===== src/rtl/cpu_pkg.sv =====
// Shared definitions for the program-counter stage: the run-control state encoding,
// the instruction width in bytes and the default reset address.
package cpu_pkg;

    typedef enum logic [1:0] {
        IDLE  = 2'd0,
        RUN   = 2'd1,
        HALT  = 2'd2,
        FAULT = 2'd3
    } state_t;

    localparam int unsigned INSTR_BYTES = 4;
    localparam int unsigned ALIGN_BITS  = $clog2(INSTR_BYTES);

    localparam logic [31:0] DEFAULT_RESET_PC = 32'h0000_0000;

endpackage


===== src/rtl/sat_counter32.sv =====
// 32-bit counter with synchronous active-low reset, synchronous clear and an
// increment that sticks at all-ones instead of wrapping.
module sat_counter32 (
    input  logic        clk,
    input  logic        rst_n,
    input  logic        clear,
    input  logic        en,
    output logic [31:0] count
);

    always_ff @(posedge clk) begin
        if (!rst_n || clear) begin
            count <= 32'd0;
        end else if (en && (count != 32'hFFFF_FFFF)) begin
            count <= count + 32'd1;
        end
    end

endmodule


===== src/rtl/pc_sequencer.sv =====
// Program-counter stage feeding the single-cycle CPU: holds the PC, commits the
// datapath's next address and provides run control. Optional retire-limit
// watchdog is built when PC_SEQUENCER_WATCHDOG_EN is defined.
module pc_sequencer
    import cpu_pkg::*;
#(
    parameter logic [31:0] RESET_PC = DEFAULT_RESET_PC,
    parameter logic [31:0] END_ADDR = 32'h0000_03FC
`ifdef PC_SEQUENCER_WATCHDOG_EN
    ,
    parameter logic [31:0] MAX_INSTR = 32'd1024
`endif
) (
    input  logic        clk,
    input  logic        rst_n,
    input  logic        start,
    input  logic        stall,
    input  logic [31:0] Next_Addr,
    output logic [31:0] PC_Addr,
    output logic        cpu_en,
    output logic        running,
    output logic        halted,
    output logic        fault,
    output logic [31:0] retired_count
`ifdef PC_SEQUENCER_WATCHDOG_EN
    ,
    output logic        watchdog_hit
`endif
);

    state_t      state;
    state_t      next_state;
    logic [31:0] next_pc;
    logic        count_en;
    logic        count_clear;
    logic        misaligned;

    assign misaligned = |Next_Addr[ALIGN_BITS-1:0];

    always_ff @(posedge clk) begin
        if (!rst_n) begin
            state   <= IDLE;
            PC_Addr <= RESET_PC;
        end else begin
            state   <= next_state;
            PC_Addr <= next_pc;
        end
    end

`ifdef PC_SEQUENCER_WATCHDOG_EN
    logic next_wd;

    always_ff @(posedge clk) begin
        if (!rst_n) begin
            watchdog_hit <= 1'b0;
        end else begin
            watchdog_hit <= next_wd;
        end
    end
`endif

    // start wins over everything except reset; stall then shields all halt checks
    always_comb begin
        next_state  = state;
        next_pc     = PC_Addr;
        count_en    = 1'b0;
        count_clear = 1'b0;
`ifdef PC_SEQUENCER_WATCHDOG_EN
        next_wd     = watchdog_hit;
`endif
        if (start) begin
            next_state  = RUN;
            next_pc     = RESET_PC;
            count_clear = 1'b1;
`ifdef PC_SEQUENCER_WATCHDOG_EN
            next_wd     = 1'b0;
`endif
        end else if (state == RUN && !stall) begin
            if (misaligned) begin
                next_state = FAULT;
            end else if (Next_Addr == PC_Addr) begin
                next_state = HALT;
                count_en   = 1'b1;
            end else if (Next_Addr > END_ADDR) begin
                next_state = HALT;
                count_en   = 1'b1;
            end else begin
                next_pc  = Next_Addr;
                count_en = 1'b1;
            end
`ifdef PC_SEQUENCER_WATCHDOG_EN
            if (count_en && (({1'b0, retired_count} + 33'd1) == {1'b0, MAX_INSTR})) begin
                next_state = HALT;
                next_wd    = 1'b1;
            end
`endif
        end
    end

    assign cpu_en  = (state == RUN) && !stall && !misaligned;
    assign running = (state == RUN);
    assign halted  = (state == HALT);
    assign fault   = (state == FAULT);

    sat_counter32 u_retired (
        .clk   (clk),
        .rst_n (rst_n),
        .clear (count_clear),
        .en    (count_en),
        .count (retired_count)
    );

endmodule


===== config.mk =====
export PLATFORM = sky130hd
export DESIGN_NAME = pc_sequencer
export DESIGN_NICKNAME = d
export VERILOG_FILES = /design/src/rtl/cpu_pkg.sv /design/src/rtl/sat_counter32.sv /design/src/rtl/pc_sequencer.sv
export SDC_FILE = /design/constraint.sdc
export NUM_CORES = 1
export LEC_CHECK = 0
export CORE_UTILIZATION = 52
export CTS_BUF_LIST = sky130_fd_sc_hd__clkbuf_4 sky130_fd_sc_hd__clkbuf_8
export CTS_CLUSTER_SIZE = 8
export DETAILED_ROUTE_END_ITERATION = 16
export PLACE_DENSITY = 0.94
export SETUP_SLACK_MARGIN = 0.15
export SLEW_MARGIN = 20
export SYNTH_ARGS = -nofsm -noshare
export SYNTH_HDL_FRONTEND = slang
export SYNTH_HIERARCHICAL = 1
export SYNTH_SLANG_ARGS = --single-unit

===== constraint.sdc =====
create_clock -name clk -period 4.35 [get_ports clk]
set_input_delay 0.435 -clock clk [delete_from_list [all_inputs] [get_ports clk]]
set_output_delay 0.435 -clock clk [all_outputs]
set_load 0.02 [all_outputs]

==> flow_summary.json <==
{
  "status": "complete, no violations",
  "wl_um": 9660,
  "antenna_cells": 0,
  "leakagePower_nw": 1.40,
  "slowest_stage": "or4_4",
  "synth_seq_area_share_pct": 39.0,
  "die_w_um": 82.7,
  "finalMaxSlewViolations": 0,
  "grt_pass1_vias": 2975,
  "fin_setup_tns_ps": 0,
  "numClockSinks": 66,
  "worstPathArrival_ps": 3120,
  "rrSetupSlack_ps": 1500,
  "hold_end": "PC_Addr[7]$_SDFFE_PP0P_",
  "insertion_delay_ps": 350,
  "initial_core_util_pct": 53.7,
  "max_stage_delay_ps": 520,
  "slew_headroom_pct": 36.6,
  "critical_path_required_ps": 4630,
  "worst_pin_slew_ps": 943,
  "min_period_ps": 2850,
  "yosysTopAreaCell": "dfxtp_1",
  "ys_ff_latch": 66,
  "die_area_um2": 6840,
  "peakVddDrop_v": 0.000214,
  "setup_viol": 0,
  "viasPerCell": 5.98,
  "end_kind": "flip-flop",
  "final_cells": 532,
  "fin_ws_ps": 1500,
  "ctsHoldBuffers": 0,
  "syn_inst": 350,
  "place_ws_ps": 1170,
  "grt_overflow_total": 0,
  "htreeDepth": 3,
  "ys_types": 48,
  "first_pass_iters": 7,
  "cts_buffers": 9,
  "cts_buffer_depth": 2,
  "core_area_um2": 6310,
  "crit_top_cell": "or3_1",
  "synth_top_area_share_pct": 39.0,
  "syn-cell-area_um2": 3390,
  "synth_area_per_cell_um2": 9.68,
  "dpl.cell_count": 516,
  "start_kind": "flip-flop",
  "clockRootBuffer": "clkbuf_8",
  "fin_skew_ps": 7.57,
  "io_pins": 104,
  "cts_tree": "done",
  "total_power_mw": 1.25,
  "min_path_type": "reg -> reg",
  "path_clk_slew_ps": 80,
  "synth_edf_count": 0,
  "power.density_nw_per_um2": 269,
  "nNetsFinal": 487,
  "r2r_end": "u_retired/count[26]$_SDFFE_PP0P_",
  "post-route-period-util_pct": 65.4,
  "r2r_cells": 8,
  "grt_max_degree": 32,
  "hpwl_um": 7160,
  "ant_nets": 0,
  "antenna_found_initial": 0,
  "yosys_warnings": 6,
  "fill_cells": 421,
  "hold_path_depth": 2,
  "grt_pass1_wl_um": 14700,
  "area_growth_pct": 37.1,
  "synth-async-reset-ratio_pct": 0,
  "drc": 0,
  "cts_setup_buffers": 0,
  "core.rowCount": 29,
  "vias": 3180,
  "synth_area_leaders": "dfxtp_1 (39%), xnor2_1 (11%), nor3b_2 (8.9%), nand2_1 (3.8%), nand4_1 (3.0%)",
  "die_height_um": 82.7,
  "grtUsageTotal_pct": 29.1,
  "crit_buf_inv": 0,
  "path_cells": "nor2b_1 -> nand2b_1 -> or3_1 -> nor2_1 -> nand4_2 -> or4_4 -> or3_1 -> a21oi_1",
  "cts_resized": 0,
  "fmax_mhz": 351,
  "critPathKind": "reg -> reg",
  "rsz0062_at_grt": "false",
  "post_drt_wl_per_cell_um": 18.2,
  "crit_path_max_fanout": 7,
  "timing.hold.ws_ps": 489,
  "finalHoldViolCount": 0,
  "gp_congestion": 0.878,
  "port_buffers": 103,
  "hp-start": "PC_Addr[7]$_SDFFE_PP0P_",
  "mappedNetlistNets": 387,
  "path_delay_family": "simple AND/OR/NAND/NOR gates",
  "yosys_most_used_dff": "dfxtp_1",
  "cap_violations": 0,
  "drt-initial-drc-count": 309,
  "drive_above_1_share_pct": 13.4,
  "r2r-start": "state[0]$_SDFFE_PN0P_"
}
## worst max path at each step
stage | start | to | depth (start not counted)
floorplan | state[0]$_SDFFE_PN0P_ | u_retired/count[28]$_SDFFE_PP0P_ | 8
finish | state[0]$_SDFFE_PN0P_ | u_retired/count[26]$_SDFFE_PP0P_ | 8
global route | state[0]$_SDFFE_PN0P_ | u_retired/count[26]$_SDFFE_PP0P_ | 8
CTS | state[0]$_SDFFE_PN0P_ | u_retired/count[23]$_SDFFE_PP0P_ | 7
global placement | stall | u_retired/count[11]$_SDFFE_PP0P_ | 7
detailed placement | stall | u_retired/count[23]$_SDFFE_PP0P_ | 7
## kinds of logic after synthesis
family | synth area share, %
AND/OR/NAND/NOR | 33.0
flip-flops | 39.0
AO/OA/AOI/OAI | 10.0
XOR/XNOR | 11.4
buffers and inverters | 3.84
multiplexers | 2.36
adder cells (fa/ha/maj) | 0.369
## placed cells by master, fill, tap and decap left out, drive strengths merged, types with 10 or more instances in the layout
master         netlist  routed
nor4                13      13
nand4               18      18
o31ai               10      10
nor2                18      18
clkbuf               8      11
nor3b               24      24
or4                 11      11
xnor2               43      43
a21oi               19      19
clkdlybuf4s50        0     103
nand2               34      34
dfxtp               66      66
## power breakdown
part	total (mW)	leakage, nW	switching [mW]	internal, mW
Combinational	0.0913	0.768	0.0449	0.0464
Clock	0.551	0.102	0.254	0.298
Sequential	0.606	0.532	0.00105	0.605
Total	1.25	1.40	0.300	0.949
## per-layer routing
layer / wire length [um] / track usage [%] / vias to the layer above
met5: 0 / 0 / -
met4: 199 / 10.9 / 0
met3: 715 / 8.02 / 28
met2: 5060 / 50.2 / 157
met1: 3690 / 34.3 / 1507
li1: - / - / 1488
## Yosys cell counts, drive strengths merged, types with 2 or more instances
cell,n
clkbuf,8
nor2b,4
dfxtp,66
a31oi,2
or3,8
nor2,18
a211oi,4
inv,4
nor4,13
buf,9
and4,9
mux2i,8
o21ai,6
xnor2,43
and2,2
o31ai,10
nand3,9
or4,11
o211ai,4
nor3b,24
nand4,18
and3,3
nand2b,4
nand2,34
a21oi,19
## cell type report
type                            count  area, um^2  share of cell area (%)
Clock buffer                       11         151                    3.26
Clock inverter                      5        62.6                    1.35
Inverter                            4        15.0                   0.323
Multi-Input combinational cell    263        1950                    41.9
Sequential cell                    66        1320                    28.4
Tap cell                           77        96.3                    2.07
Timing Repair Buffer              106        1050                    22.7
## through the flow
step | util (%) | cell area [um^2]
after global placement | 70.1 | 4420
after floorplan | - | 3390
after CTS | 73.4 | 4640
after global routing | 73.6 | 4650
after detailed placement | 70.1 | 4420
final | 73.6 | 4650
## registers in the layout, summed over array words and instances (netlist names)
signal,cells
PC_Addr,32
u_retired/count,32
state,2
## worst reg2reg max path: cells and delay by family (launching register included)
| family | cells | cell delay (ps) |
|---|---|---|
| AND/OR/NAND/NOR | 7 | 2260 |
| flip-flops | 1 | 380 |
| AO/OA/AOI/OAI | 1 | 140 |
Note: power is estimated with default switching activity, not from simulation.
